<file path="config.mk">
export PLATFORM = sky130hd
export DESIGN_NAME = tone_synth
export DESIGN_NICKNAME = d
export VERILOG_FILES = /design/src/rtl/audio_pkg.sv /design/src/rtl/seq_div32.sv /design/src/rtl/tone_synth.sv
export SDC_FILE = /design/constraint.sdc
export NUM_CORES = 1
export LEC_CHECK = 0
export CAP_MARGIN = 10
export CELL_PAD_IN_SITES_DETAIL_PLACEMENT = 0
export CELL_PAD_IN_SITES_GLOBAL_PLACEMENT = 1
export CORE_ASPECT_RATIO = 0.7
export CORE_MARGIN = 5
export CORE_UTILIZATION = 53
export CTS_CLUSTER_SIZE = 10
export DETAILED_ROUTE_END_ITERATION = 8
export GPL_TIMING_DRIVEN = 0
export HOLD_SLACK_MARGIN = 0.02
export PLACE_DENSITY = 0.92
export SLEW_MARGIN = 25
export SYNTH_ARGS = -nofsm -noshare
export SYNTH_HDL_FRONTEND = slang
export SYNTH_HIERARCHICAL = 1
export SYNTH_SLANG_ARGS = --single-unit
</file>
<file path="constraint.sdc">
create_clock -name clk -period 6.8 [get_ports clk]
set_input_delay 1.7 -clock clk [delete_from_list [all_inputs] [get_ports clk]]
set_output_delay 1.7 -clock clk [all_outputs]
set_load 0.05 [all_outputs]
</file>
<file path="src/rtl/audio_pkg.sv">
// audio_pkg: shared constants, types and helpers for the tone synthesiser.
//   CLK_HZ      default system clock frequency, Hz
//   SILENCE_HZ  tones at or above this frequency (or zero) are treated as silence
//   AMP_SHIFT   left shift applied to the 3-bit volume to form the amplitude
//   div_state_t divider control FSM states
package audio_pkg;

  localparam int unsigned CLK_HZ     = 100_000_000;
  localparam int unsigned SILENCE_HZ = 20000;
  localparam int unsigned AMP_SHIFT  = 12;

  typedef enum logic [1:0] {
    IDLE = 2'd0,
    DIV  = 2'd1,
    LOAD = 2'd2
  } div_state_t;

  // A tone is silent when it is zero or at/above the audible cut-off.
  function automatic logic is_silent(input logic [31:0] tone_hz, input logic [31:0] limit_hz);
    return (tone_hz == 32'd0) || (tone_hz >= limit_hz);
  endfunction

endpackage

</file>
<file path="src/rtl/seq_div32.sv">
// seq_div32: 32-bit unsigned restoring divider, one quotient bit per cycle.
//   clk, rst_n  clock and asynchronous active-low reset
//   start       pulse: latch dividend/divisor and begin a 32-cycle division
//   dividend    numerator, sampled on start
//   divisor     denominator, sampled on start (must be non-zero)
//   quotient    floor(dividend / divisor), valid from the cycle after done
//   done        single-cycle pulse marking the 32nd (final) iteration
module seq_div32 (
  input  logic        clk,
  input  logic        rst_n,
  input  logic        start,
  input  logic [31:0] dividend,
  input  logic [31:0] divisor,
  output logic [31:0] quotient,
  output logic        done
);

  logic [31:0] quo_q, quo_d;
  logic [31:0] rem_q, rem_d;
  logic [31:0] dvs_q, dvs_d;
  logic [4:0]  cnt_q, cnt_d;
  logic        run_q, run_d;
  logic [32:0] rem_shift;

  always_comb begin
    quo_d     = quo_q;
    rem_d     = rem_q;
    dvs_d     = dvs_q;
    cnt_d     = cnt_q;
    run_d     = run_q;
    // quo_q doubles as the dividend shift register: its MSB feeds the remainder.
    rem_shift = {rem_q, quo_q[31]};
    if (start) begin
      quo_d = dividend;
      rem_d = '0;
      dvs_d = divisor;
      cnt_d = '0;
      run_d = 1'b1;
    end else if (run_q) begin
      if (rem_shift >= {1'b0, dvs_q}) begin
        rem_d = 32'(rem_shift - {1'b0, dvs_q});
        quo_d = {quo_q[30:0], 1'b1};
      end else begin
        rem_d = rem_shift[31:0];
        quo_d = {quo_q[30:0], 1'b0};
      end
      cnt_d = cnt_q + 5'd1;
      if (cnt_q == 5'd31) begin
        run_d = 1'b0;
      end
    end
  end

  always_ff @(posedge clk or negedge rst_n) begin
    if (!rst_n) begin
      quo_q <= '0;
      rem_q <= '0;
      dvs_q <= '0;
      cnt_q <= '0;
      run_q <= 1'b0;
    end else begin
      quo_q <= quo_d;
      rem_q <= rem_d;
      dvs_q <= dvs_d;
      cnt_q <= cnt_d;
      run_q <= run_d;
    end
  end

  assign done     = run_q && (cnt_q == 5'd31);
  assign quotient = quo_q;

endmodule

</file>
<file path="src/rtl/tone_synth.sv">
// tone_synth: square-wave tone generator fed by the song ROM tone lookups.
//   clk, rst_n  clock and asynchronous active-low reset
//   tone        requested frequency in Hz (0 or >= SILENCE_HZ means silence)
//   volume      amplitude step 0..7
//   mute        gates sq and sample combinationally; internal phase keeps running
//   sq          1-bit square wave, 0 while silent or muted
//   sample      signed 16-bit sample, +amp / -amp following sq, 0 while silent or muted
//   busy        high while the half-period division is in progress
// The half-period (CLK_HZ/2)/tone is computed by seq_div32; new periods are
// adopted only at half-period boundaries so the waveform stays phase-continuous.
module tone_synth #(
  parameter int unsigned CLK_HZ     = audio_pkg::CLK_HZ,
  parameter int unsigned SILENCE_HZ = audio_pkg::SILENCE_HZ
) (
  input  logic        clk,
  input  logic        rst_n,
  input  logic [31:0] tone,
  input  logic [2:0]  volume,
  input  logic        mute,
  output logic        sq,
  output logic [15:0] sample,
  output logic        busy
);

  import audio_pkg::*;

  localparam logic [31:0] Dividend = 32'(CLK_HZ / 2);
  localparam logic [31:0] SilLimit = 32'(SILENCE_HZ);

  div_state_t  state_q, state_d;
  logic [31:0] tone_q;
  logic [31:0] cur_tone_q, cur_tone_d;
  logic [31:0] div_tone_q, div_tone_d;
  logic [31:0] half_q, half_d;
  logic [31:0] pend_half_q, pend_half_d;
  logic        pend_v_q, pend_v_d;
  logic [31:0] cnt_q, cnt_d;
  logic        sq_q, sq_d;
  logic [15:0] sample_q, sample_d;
  logic [15:0] amp;

  logic        div_start;
  logic        div_done;
  logic [31:0] div_quot;

  assign div_start = (state_q == IDLE) && (tone_q != cur_tone_q) && !is_silent(tone_q, SilLimit);

  seq_div32 u_div (
    .clk      (clk),
    .rst_n    (rst_n),
    .start    (div_start),
    .dividend (Dividend),
    .divisor  (tone_q),
    .quotient (div_quot),
    .done     (div_done)
  );

  assign amp = 16'(volume) << AMP_SHIFT;

  always_comb begin
    state_d     = state_q;
    cur_tone_d  = cur_tone_q;
    div_tone_d  = div_tone_q;
    half_d      = half_q;
    pend_half_d = pend_half_q;
    pend_v_d    = pend_v_q;
    cnt_d       = cnt_q;
    sq_d        = sq_q;

    // Waveform counter; a pending period is only taken at a half-period boundary.
    if (half_q == 32'd0) begin
      cnt_d = '0;
      sq_d  = 1'b0;
    end else if (cnt_q == half_q - 32'd1) begin
      cnt_d = '0;
      sq_d  = ~sq_q;
      if (pend_v_q) begin
        half_d   = pend_half_q;
        pend_v_d = 1'b0;
      end
    end else begin
      cnt_d = cnt_q + 32'd1;
    end

    // Divider control; its writes take priority over the boundary update above.
    unique case (state_q)
      IDLE: begin
        if (tone_q != cur_tone_q) begin
          if (is_silent(tone_q, SilLimit)) begin
            cur_tone_d = tone_q;
            half_d     = '0;
            pend_v_d   = 1'b0;
            cnt_d      = '0;
            sq_d       = 1'b0;
          end else begin
            div_tone_d = tone_q;
            state_d    = DIV;
          end
        end
      end
      DIV: begin
        if (div_done) begin
          state_d = LOAD;
        end
      end
      LOAD: begin
        cur_tone_d = div_tone_q;
        state_d    = IDLE;
        if (half_q == 32'd0) begin
          // Nothing is playing, so there is no phase to preserve.
          half_d   = div_quot;
          pend_v_d = 1'b0;
          cnt_d    = '0;
          sq_d     = 1'b0;
        end else begin
          pend_half_d = div_quot;
          pend_v_d    = 1'b1;
        end
      end
      default: state_d = IDLE;
    endcase

    if (half_d == 32'd0) begin
      sample_d = '0;
    end else if (sq_d) begin
      sample_d = amp;
    end else begin
      sample_d = 16'd0 - amp;
    end
  end

  always_ff @(posedge clk or negedge rst_n) begin
    if (!rst_n) begin
      state_q     <= IDLE;
      tone_q      <= '0;
      cur_tone_q  <= '0;
      div_tone_q  <= '0;
      half_q      <= '0;
      pend_half_q <= '0;
      pend_v_q    <= 1'b0;
      cnt_q       <= '0;
      sq_q        <= 1'b0;
      sample_q    <= '0;
    end else begin
      state_q     <= state_d;
      tone_q      <= tone;
      cur_tone_q  <= cur_tone_d;
      div_tone_q  <= div_tone_d;
      half_q      <= half_d;
      pend_half_q <= pend_half_d;
      pend_v_q    <= pend_v_d;
      cnt_q       <= cnt_d;
      sq_q        <= sq_d;
      sample_q    <= sample_d;
    end
  end

  assign sq     = sq_q & ~mute;
  assign sample = mute ? 16'd0 : sample_q;
  assign busy   = (state_q != IDLE);

endmodule

</file>
# == Yosys cells after proc, flatten, opt, wreduce, memory -nomap -nowiden ==
# Index checks and enable logic that the tools add are counted.
# W data, S select, Z words.
# totals
out_inout_bits,18
ff_bits,314
mem_bits_rw,0
inputBits,38
mem_count,0
latch_bits,0
rom_bits,0
# classes
n_reduce_logical,16
add_sub_neg,5
div,0
bitwise_logic,5
shift,0
n_eq_ne,9
mux,46
mul,0
n_lt_le_gt_ge,2
# op_table
operator,count
$mux W32,18
$pmux W32 S2,3
$logic_not A32 Y1,3
$mux W16,3
$ge A33 B32 Y1,1
$add A32 B1 Y32 const B,1
$eq A32 B32 Y1,1
$ge A32 B15 Y1 const B,1
$ne A32 B32 Y1,1
$sub A32 B1 Y32 const B,1
$sub A32 B32 Y32,1
$sub A1 B15 Y16 const A,1
$mux W1,14
$mux W5,2
$reduce_and A3 Y1,3
$mux W2,3
$reduce_bool A2 Y1,3
$add A5 B1 Y5 const B,1
$eq A5 B5 Y1 const B,1
$ne A2 B1 Y1 const B,2
$ne A2 B2 Y1 const B,2
$not A1 Y1,4
$pmux W1 S2,2
$pmux W2 S2,1
8 further kinds,10

# == Logic depth before layout (Yosys ltp) ==
# Gate-level depths: netlist of the first run.
# logic_depth
ltp_word,9
mapped_depth,15
depth_no_buf,14

# == Cells and area by module ==
# The synthesis of the first run kept the hierarchy.
# modules_own_cells
module,area_per_inst_um2,cells_per_inst,n_inst
tone_synth,10211.0,1018,1
seq_div32,6717.7,777,1

# == Worst setup path after synthesis of the first run ==
# OpenSTA, ideal clock, no wires.
# synth_path
path_kind,input-to-output
from,in mute
to,out sample[12]
required_time_ns,5.100
arrival_time_ns,2.389
cell_stages,1
setup_slack_ns,2.711
path_buffers,0
path_cell_list,nor2b_1
# synth_via
elab_chain_cells,1
# synth_lines
element,line_no,rtl
"start, declared",tone_synth.sv:19,"input logic mute,"
$mux W16,tone_synth.sv:159,assign sample = mute ? 16'd0 : sample_q;
"end, declared",tone_synth.sv:21,"output logic [15:0] sample,"
# No other way between the ends.

# == Worst setup path in the final report of the first run ==
# layout_path
from,in mute
to,out sample[15]
# Same word-level chain as after synthesis.

==> impl_results.md, run 1 <==
* Status: complete, no violations
* Slew HR at 40.0%
* Final Hold Viols at 0
* Hold depth at 2
* Setup violators final at 0
* Residual DRC at 0
* Max Slew Vio Count at 0
* Cell Area, Synth at 16900 sq um
* Synth Area in Adders at 2.85%
* Area of the core at 31400 sq um
* FF-to-FF End: sample_q[15]
* Critical Path End Type: output pin
* Post-CTS resize count at 0
* CTS tree: yes
* Post-Route WL at 47300 um
* Antenna cells at 0
* Clock share of power at 44.8%
* Wire length of the first global-routing pass at 74900 um
* Clk sinks at 302
* Die Y at 160 um
* Most common cell after layout, fill and taps aside: dfrtp_1
* Seq cells post-synth at 302
* Die Area at 35700 sq um
* Xor and xnor area share after synthesis at 6.73%
* Critical path peak fanout at 5
* Placer Congestion at 0.931
* PD cells at 199 nW/um^2
* Mux share of post-synthesis cell area at 8.26%
* Cell variety after synth at 83
* Vias in the first global route at 13.3k
* Share of cells above drive strength 1 at 7.89%
* Data required, critical path at 5100 ps
* Final Worst Setup Slack at 1920 ps
* Root Buffer: clkbuf_16
* Num rows at 54
* Vias per cell at 6.00
* Num CTS Buffers at 36
* Arr. time, crit path at 3180 ps
* Worst r2r src: half_q[0]
* Total power at 3820 uW
* Peak Freq at 205 MHz
* Clock Skew at 17.2 ps
* Reg2reg path depth at 14
* DRT antenna net count at 0
* Drt initial violations at 1350
* Ports at 56
* Area growth syn-to-layout at 13.0%
* GRT Util Overall at 26.1%
* Antenna violations before repair at 0
* Port Buf Inserts at 43
* Setup bufs post-CTS at 0
* Initial Util at 54.0%
* P_sw at 911 uW
* Synth Area per Inst at 9.43 sq um
* Hpwl dp at 35200 um
* IR drop worst, VDD at 0.000255 V
* CP Launch Type: input port
* Main synth FF type: dfrtp_1
* Yosys warnings at 6
* Compound-Gate Fraction of Synth Area at 13.8%
* Die Wd at 224 um
* DR pass1 iterations at 5
* Largest net degree at the start of global routing at 86
* RSZ-0062 raised after global routing: no
* Register area share after synthesis at 44.6%
* Fin crit period at 4880 ps
* Part of the power in combinational logic at 6.8%
* Final net count at 1997
* Commonest non-fill, non-tap cells in the layout: dfrtp_1, nand2_1, o21ai_0, nor2_1, mux2i_1
* Largest family of logic cells by synthesized area: simple AND/OR/NAND/NOR gates
* Max-cap viol count at 0
* HP Class: flop to flop
* Synth Area in Simple Gates at 19.3%
* Post-synth EDFFs at 0
* Clock Tree Buf Depth at 3
* Reg clk slew, reported paths at 50 ps
* Leak pwr at 0.00830 uW
* Fraction of registers with async set/reset at 100%
* Internal power at 2910 uW
* Clk_lat worst skew at 540 ps
* Vias at 14.1k
* Hold endpoint: div_tone_q[11]
* Hold Crit Start: div_tone_q[11]
* Place WS at 1920 ps
* Tightest Pin Transition at 897 ps
* Critical path type: input port to output pin
* R2r setup slk at 2080 ps
* Routed wire length per instance at 20.2 um
* Sw Share at 23.9%
* H-tree Lvls at 2
* Final period util at 71.7%
* Hold_buf cts at 0
* Post-Syn Instances at 1795
* Sequential Power Share at 48.5%
* Grt total ovfl at 0
final cells by class:
type                            instances  area, sq um
Fill cell                            2662        12200
Inverter                               56          210
Clock inverter                          3         45.0
Timing Repair Buffer                   46          518
Multi-Input combinational cell       1371         8800
Clock buffer                           41          951
Sequential cell                       302         7560
Buffer                                108          523
Tap cell                              420          526
power by group through the flow:
stage          Sequential [uW]  Clock [uW]  Combinational [uW]
6_report                  1850        1710                 258
3_5_place_dp              1880           0                 252
2_1_floorplan             1870           0                 146
3_3_place_gp              1880           0                 244
5_1_grt                   1850        1810                 280
4_1_cts                   1850        1730                 255
worst max path at each step:
stage | slack [ps] | end | cells past startpoint | from
6_report | 1920 | sample[15] | 3 | mute
5_1_grt | 1770 | sample_q[15] | 15 | half_q[0]
4_1_cts | 1920 | sample[15] | 3 | mute
3_5_place_dp | 1920 | sample[14] | 3 | mute
3_3_place_gp | -8810 | cnt_q[28] | 1 | rst_n
2_1_floorplan | 2710 | sample[12] | 1 | mute
stage by stage:
stage | hold WS, ps | instances | util (%) | TNS [ps] | instance area, sq um
3_3_place_gp | 450 | 2300 | 57.6 | -2647350 | 18000
3_5_place_dp | 456 | 2303 | 57.8 | 0 | 18100
4_1_cts | 467 | 2347 | 61.0 | 0 | 19100
5_1_grt | 491 | 2347 | 61.0 | 0 | 19100
6_report | 466 | 2347 | 61.0 | 0 | 19100
2_1_floorplan | 438 | 1837 | - | 0 | 17100
synthesized netlist by cell type (12+ instances only):
master | n | area, sq um
inv_1 | 56 | 210
a311oi_1 | 12 | 105
buf_4 | 15 | 113
nor4_1 | 32 | 200
and2_1 | 25 | 156
mux2_2 | 33 | 372
dfrtp_1 | 302 | 7560
a21o_1 | 18 | 135
a211oi_1 | 13 | 97.6
clkbuf_1 | 66 | 248
nand4_1 | 31 | 194
nor2b_1 | 20 | 125
a21oi_1 | 60 | 300
buf_2 | 19 | 95.1
o21ai_0 | 148 | 741
nor3_1 | 27 | 135
and3_1 | 24 | 150
nor2_1 | 124 | 465
ha_1 | 37 | 463
mux2i_1 | 101 | 1010
nand2_1 | 256 | 961
nand3_1 | 42 | 210
xnor2_1 | 91 | 797
xor2_1 | 39 | 342
routing by layer:
metal | global-route usage (%) | wire length (um) | vias up
met4 | 4.87 | 599 | 0
li1 | - | - | 6534
met2 | 35.2 | 18700 | 607
met1 | 41.8 | 23000 | 6886
met5 | 0 | 0 | -
met3 | 7.22 | 4990 | 59
registers in the layout (all words and copies together), names as in the netlist, 2 cells and up:
| name | cells |
|---|---|
| sample_q | 4 |
| cnt_q | 32 |
| pend_half_q | 32 |
| tone_q | 32 |
| div_tone_q | 32 |
| u_div/cnt_q | 5 |
| state_q | 2 |
| cur_tone_q | 32 |
| half_q | 32 |
| u_div/dvs_q | 32 |
| u_div/quotient | 32 |
| u_div/rem_q | 32 |
critical path, stage by stage:
cell and delay, ps:
clkdlybuf4s50_1 490, nor2b_1 160, clkdlybuf4s50_1 820
logic make-up (layout without fill, tap and decap cells):
| kind of cell | Yosys count | after routing |
|---|---|---|
| buf+inv | 164 | 254 |
| fa+ha+maj | 38 | 38 |
| mux | 135 | 135 |
| flops | 302 | 302 |
| other cells | 2 | 44 |
| xor+xnor | 130 | 130 |
| compound gates | 366 | 366 |
| simple gates | 658 | 658 |
Note: power is estimated with default switching activity, not from simulation.
==> inputs of run 2 (changes only) <==
CORE_UTILIZATION = 49   (was 53)
PLACE_DENSITY = 0.86   (was 0.92)
clock period = 5.05 ns   (was 6.8 ns; I/O delays follow)
==> run 2 against run 1 <==
Largest cell class unchanged. Design area is 0.69% higher. Die area is 7.7% higher. First-iteration DRC count is 1.3% higher. Sequential share of layout area is 0.27 points lower. Utilization is 5.0 points lower. Non-clock buffer count stayed put. Clock power is 42% higher. Clock skew is 4.8 ps higher.
==> impl_results.md, run 2 (same netlist as run 1, synthesis figures left out) <==
* DRT antenna net count at 0 (unchanged)
* H-tree Lvls at 2 (unchanged)
* Tightest Pin Transition at 912 ps (+15.2 ps)
* Hold Worst Slack at 465 ps (-0.705 ps)
* Total power at 5260 uW (+38%)
* Clock Skew at 22.0 ps (+4.83 ps)
* Area of the core at 34400 sq um (+9.7%)
* RSZ-0062 raised after global routing: no
* Data required, critical path at 5440 ps (+340 ps)
* Final net count at 1998 (+0.050%)
* Slowest cell delay on critical path at 590 ps (-230 ps)
* Clock share of power at 46.2% (+1.4 points)
* Post-CTS resize count at 0 (unchanged)
* Setup violators final at 0 (unchanged)
* Commonest non-fill, non-tap cells in the layout: dfrtp_1, nand2_1, o21ai_0, nor2_1, mux2i_1
* Hold_buf cts at 0 (unchanged)
* DP Area at 18200 sq um (+0.36%)
* Grt total ovfl at 0 (unchanged)
* Num rows at 57 (+5.6%)
* P_sw at 1280 uW (+41%)
* Arr. time, crit path at 5000 ps (+1820 ps)
* Place WS at 464 ps (-1460 ps)
* Vias per cell at 5.88 (-2.0%)
* Final period util at 91.3%
* Leak pwr at 0.00833 uW (+0.37%)
* Post-Route WL at 48000 um (+1.4%)
* Final Worst Setup Slack at 439 ps (-1490 ps)
* Die Y at 166 um (+3.7%)
* HP Class: flop to flop
* Worst path cell trace: inv_1 > ha_1 > nor4b_4 > nand3_1 > nor4_1 > xnor2_1 > nand2_1 > or4_1 > or3_1 > buf_6 > o31ai_1 > a21oi_1 > a2111oi_4 > a211oi_1
* Root Buffer: clkbuf_16
* Most common cell after layout, fill and taps aside: dfrtp_1
* Ports at 56 (unchanged)
* Status: complete, no violations
* Max-cap viol count at 0 (unchanged)
* Wire length of the first global-routing pass at 75200 um (+0.41%)
* CTS tree: yes
* PD cells at 273 nW/um^2 (+37%)
* GRT Util Overall at 24.9% (-1.2 points)
* Residual DRC at 0 (unchanged)
* Critical path peak fanout at 10 (+5)
* Area growth syn-to-layout at 13.8%
* Initial Util at 49.2% (-4.8 points)
* Vias at 14.1k (+0.20%)
* Antenna cells at 0 (unchanged)
* IR drop worst, VDD at 0.000326 V (+28%)
* Fin crit period at 4610 ps
* Drt initial violations at 1367 (+1.3%)
* Placer Congestion at 0.910 (-2.3%)
* Worst path slowest cell: or4_1
* Largest net degree at the start of global routing at 91 (+5.8%)
* Internal power at 3980 uW (+37%)
* Max Slew Vio Count at 0 (unchanged)
* Clk_lat worst skew at 550 ps (about the same)
* Share of cells above drive strength 1 at 8.09% (+0.20 points)
* Die Wd at 232 um (+3.8%)
* Part of the power in combinational logic at 6.5% (-0.3 points)
* Die Area at 38400 sq um (+7.7%)
* CP Launch Type: flop
* Peak Freq at 217 MHz
* Sw Share at 24.3% (+0.45 points)
* Sequential Power Share at 47.3% (-1.2 points)
* Port Buf Inserts at 43 (unchanged)
* Critical path type: flop to flop
* Antenna violations before repair at 0 (unchanged)
* Final Hold Viols at 0 (unchanged)
* Final std cell area, no fill at 19300 sq um (+0.69%)
* DR pass1 iterations at 5 (unchanged)
* Vias in the first global route at 13.2k (-1.1%)
* Setup bufs post-CTS at 0 (unchanged)
* Reg clk slew, reported paths at 50 ps (about the same)
* Routed wire length per instance at 20.0 um (-0.87%)
* Hpwl dp at 35500 um (+0.75%)
* Critical Path End Type: flop
* Num CTS Buffers at 37 (+2.8%)
* Setup TNS at 0 ps (unchanged)
* Clk sinks at 302 (unchanged)
* Slew HR at 39.0% (-1.0 points)
* Clock Tree Buf Depth at 3 (unchanged)
## run 2: cell types whose count changed in the layout (fill, tap and decap cells not counted), sizes merged
cell | before | now
clkinv | 1 | 3
clkbuf | 107 | 105
bufinv | 0 | 1
## run 2: routing by layer
layer / vias up / global-route usage, % / routed length, um
li1: 6543 / - / -
met1: 6973 / 41.5 / 24200
met2: 543 / 33.9 / 19100
met3: 55 / 4.02 / 3990
met4: 0 / 4.43 / 674
met5: - / 0 / 0
## run 2: final cells by class
cell class,instances,area (sq um)
inverters,56,210
clock buffers,39,953
well taps,472,591
flip-flops and latches,302,7560
repair buffers,46,518
clock inverters,6,110
plain buffers,108,523
multi-input cells,1371,8800
fillers,3125,15100
## run 2: metrics by stage
step	cells	utilization, %
2_1_floorplan	1837	-
3_3_place_gp	2352	52.7
3_5_place_dp	2355	52.9
4_1_cts	2400	56.0
5_1_grt	2400	56.0
6_report	2400	56.0
## run 2: power by group through the flow
stage	Sequential (uW)	Clock (uW)	Combinational [uW]
2_1_floorplan	2520	0	196
6_report	2490	2430	342
3_3_place_gp	2530	0	327
4_1_cts	2490	2470	340
3_5_place_dp	2530	0	338
5_1_grt	2490	2570	374
## run 2: final timing paths
kind | startpoint | to | slack (ps) | cells past startpoint
min | div_tone_q[14] | div_tone_q[14] | 470 | 2
min reg2reg | div_tone_q[14] | div_tone_q[14] | 470 | 2
max reg2reg | half_q[0] | sample_q[15] | 440 | 14
max in group asynchronous | rst_n | pend_half_q[0] | 3170 | 3
min in group asynchronous | rst_n | div_tone_q[25] | 650 | 1
max | half_q[0] | sample_q[15] | 440 | 14
## run 2: worst max-delay path: cells and delay by family (launching register included)
| family | cells | cell delay [ps] |
|---|---|---|
| AND/OR/NAND/NOR | 6 | 2230 |
| AO/OA/AOI/OAI | 4 | 1040 |
| flip-flops | 1 | 420 |
| adder cells (fa/ha/maj) | 1 | 300 |
| XOR/XNOR | 1 | 200 |
| buffers and inverters | 2 | 300 |
==> inputs of run 3 (changes only) <==
CTS_CLUSTER_DIAMETER = 40   (was unset)
==> run 3 against run 2 <==
Die area is the same. Register-to-register slack is essentially flat. Clock-buffer cell count grew 9. Via count shrank 0.79%. Sequential cell count is the same. Critical endpoint unchanged. Sequential share of layout area shrank 0.46 points.
==> impl_results.md, run 3 (same netlist as run 1, synthesis figures left out) <==
* Slew HR at 36.5% (-2.5 points)
* Antenna cells at 0 (unchanged)
* Leak pwr at 0.00843 uW (+1.2%)
* Worst path slowest cell: or4_1
* Arr. time, crit path at 5010 ps (about the same)
* Clk sinks at 302 (unchanged)
* Reg clk slew, reported paths at 50 ps (about the same)
* Share of cells above drive strength 1 at 8.58% (+0.49 points)
* Hold endpoint: div_tone_q[11]
* Place WS at 464 ps (unchanged)
* Antenna violations before repair at 0 (unchanged)
* Total power at 5620 uW (+6.8%)
* Fin crit period at 4620 ps (+7.60 ps)
* Port Buf Inserts at 43 (unchanged)
* HP Class: flop to flop
* R2r setup slk at 430 ps (about the same)
* GRT Util Overall at 24.8% (-0.077 points)
* Hold Worst Slack at 465 ps (-0.377 ps)
* Final Core Density at 56.7% (+0.66 points)
* Max Slew Vio Count at 0 (unchanged)
* Reg2reg path depth at 14 (unchanged)
* Ports at 56 (unchanged)
* CP Launch Type: flop
* Hold Crit Start: div_tone_q[11]
* Area growth syn-to-layout at 15.1%
* Status: complete, no violations
* Final Hold Viols at 0 (unchanged)
* Root Buffer: clkbuf_16
* Clock Tree Buf Depth at 3 (unchanged)
* Peak Freq at 217 MHz (-0.16%)
* Critical Path End Type: flop
* Tightest Pin Transition at 948 ps (+35.6 ps)
* Num rows at 57 (unchanged)
* Clk_lat worst skew at 560 ps (about the same)
* Most common cell after layout, fill and taps aside: dfrtp_1
* Commonest non-fill, non-tap cells in the layout: dfrtp_1, nand2_1, o21ai_0, nor2_1, mux2i_1
* Worst path cell trace: inv_1 > ha_1 > nor4b_4 > nand3_1 > nor4_1 > xnor2_1 > nand2_1 > or4_1 > or3_1 > buf_6 > o31ai_1 > a21oi_1 > a2111oi_4 > a211oi_1
* Post-Route WL at 47700 um (-0.63%)
* Drt initial violations at 1467 (+7.3%)
* Max-cap viol count at 0 (unchanged)
* Hold_buf cts at 0 (unchanged)
* Hold depth at 2 (unchanged)
* Wire length of the first global-routing pass at 75200 um (about the same)
* Residual DRC at 0 (unchanged)
* RSZ-0062 raised after global routing: no
* Worst r2r src: half_q[0]
* DRT antenna net count at 0 (unchanged)
* H-tree Lvls at 2 (unchanged)
* Placer Congestion at 0.910 (unchanged)
* Initial Util at 49.2% (unchanged)
* Vias per cell at 5.79 (-1.5%)
* Hpwl dp at 35500 um (unchanged)
* DR pass1 iterations at 5 (unchanged)
* Clock Skew at 28.0 ps (+6.01 ps)
* PD cells at 289 nW/um^2 (+5.6%)
* Die Area at 38400 sq um (unchanged)
* Vias in the first global route at 13.1k (-0.33%)
* Setup violators final at 0 (unchanged)
* Final Worst Setup Slack at 432 ps (-7.60 ps)
* IR drop worst, VDD at 0.000287 V (-12%)
* Setup bufs post-CTS at 0 (unchanged)
* Die Wd at 232 um (unchanged)
* Routed wire length per instance at 19.7 um (-1.4%)
* Data required, critical path at 5450 ps (about the same)
* Die Y at 166 um (unchanged)
* Largest net degree at the start of global routing at 91 (unchanged)
* Critical path peak fanout at 10 (unchanged)
* FF-to-FF End: sample_q[15]
* Placed insts at 2355 (unchanged)
* Num CTS Buffers at 41 (+11%)
* Crit path from: half_q[0]
* Finished Layout Cells at 2418 (+0.75%)
* CTS tree: yes
* Final net count at 2002 (+0.20%)
* Final period util at 91.5% (+0.15 points)
* Post-CTS resize count at 0 (unchanged)
* Critical path type: flop to flop
* Area of the core at 34400 sq um (unchanged)
* Slowest cell delay on critical path at 590 ps (about the same)
* Vias at 14.0k (-0.79%)
* Grt total ovfl at 0 (unchanged)
[run 3: final cells by class]
| type | instances | area (sq um) |
|---|---|---|
| Buffer | 108 | 523 |
| Fill cell | 3100 | 14900 |
| Clock buffer | 48 | 1050 |
| Tap cell | 472 | 591 |
| Timing Repair Buffer | 46 | 518 |
| Sequential cell | 302 | 7560 |
| Multi-Input combinational cell | 1371 | 8800 |
| Inverter | 56 | 210 |
| Clock inverter | 15 | 238 |
[run 3: where the power goes]
| part | switching [uW] | total, uW | internal (uW) |
|---|---|---|---|
| combinational | 209 | 341 | 132 |
| clock | 1090 | 2790 | 1700 |
| sequential | 41.3 | 2490 | 2450 |
[run 3: layer usage]
layer / wire length [um] / vias up / global-route usage (%)
met5: 0 / - / 0
met4: 548 / 0 / 4.13
met1: 24300 / 6887 / 41.5
li1: - / 6564 / -
met2: 18900 / 505 / 33.5
met3: 3930 / 47 / 4.12
[run 3: worst max-delay path: cells and delay by family, from the launching register on]
family / cells / cell delay (ps)
buffers and inverters: 2 / 300
and+or+nand+nor: 6 / 2220
AOI/OAI and AO/OA: 4 / 1030
adders and majority gates: 1 / 300
DFF: 1 / 420
xor gates and xnor gates: 1 / 200
[run 3: through the flow]
step	cell area, sq um	setup TNS, ps
final	19500	0
after global routing	19500	0
after CTS	19500	0
after detailed placement	18200	0
after global placement	18100	-3083210
after floorplan	17100	0
[run 3: worst max-delay path by stage]
stage / endpoint / slack [ps]
floorplan: sample_q[15] / 1260
global placement: cnt_q[22] / -10250
detailed placement: sample_q[15] / 460
CTS: sample_q[15] / 440
global route: sample_q[13] / 150
finish: sample_q[15] / 430
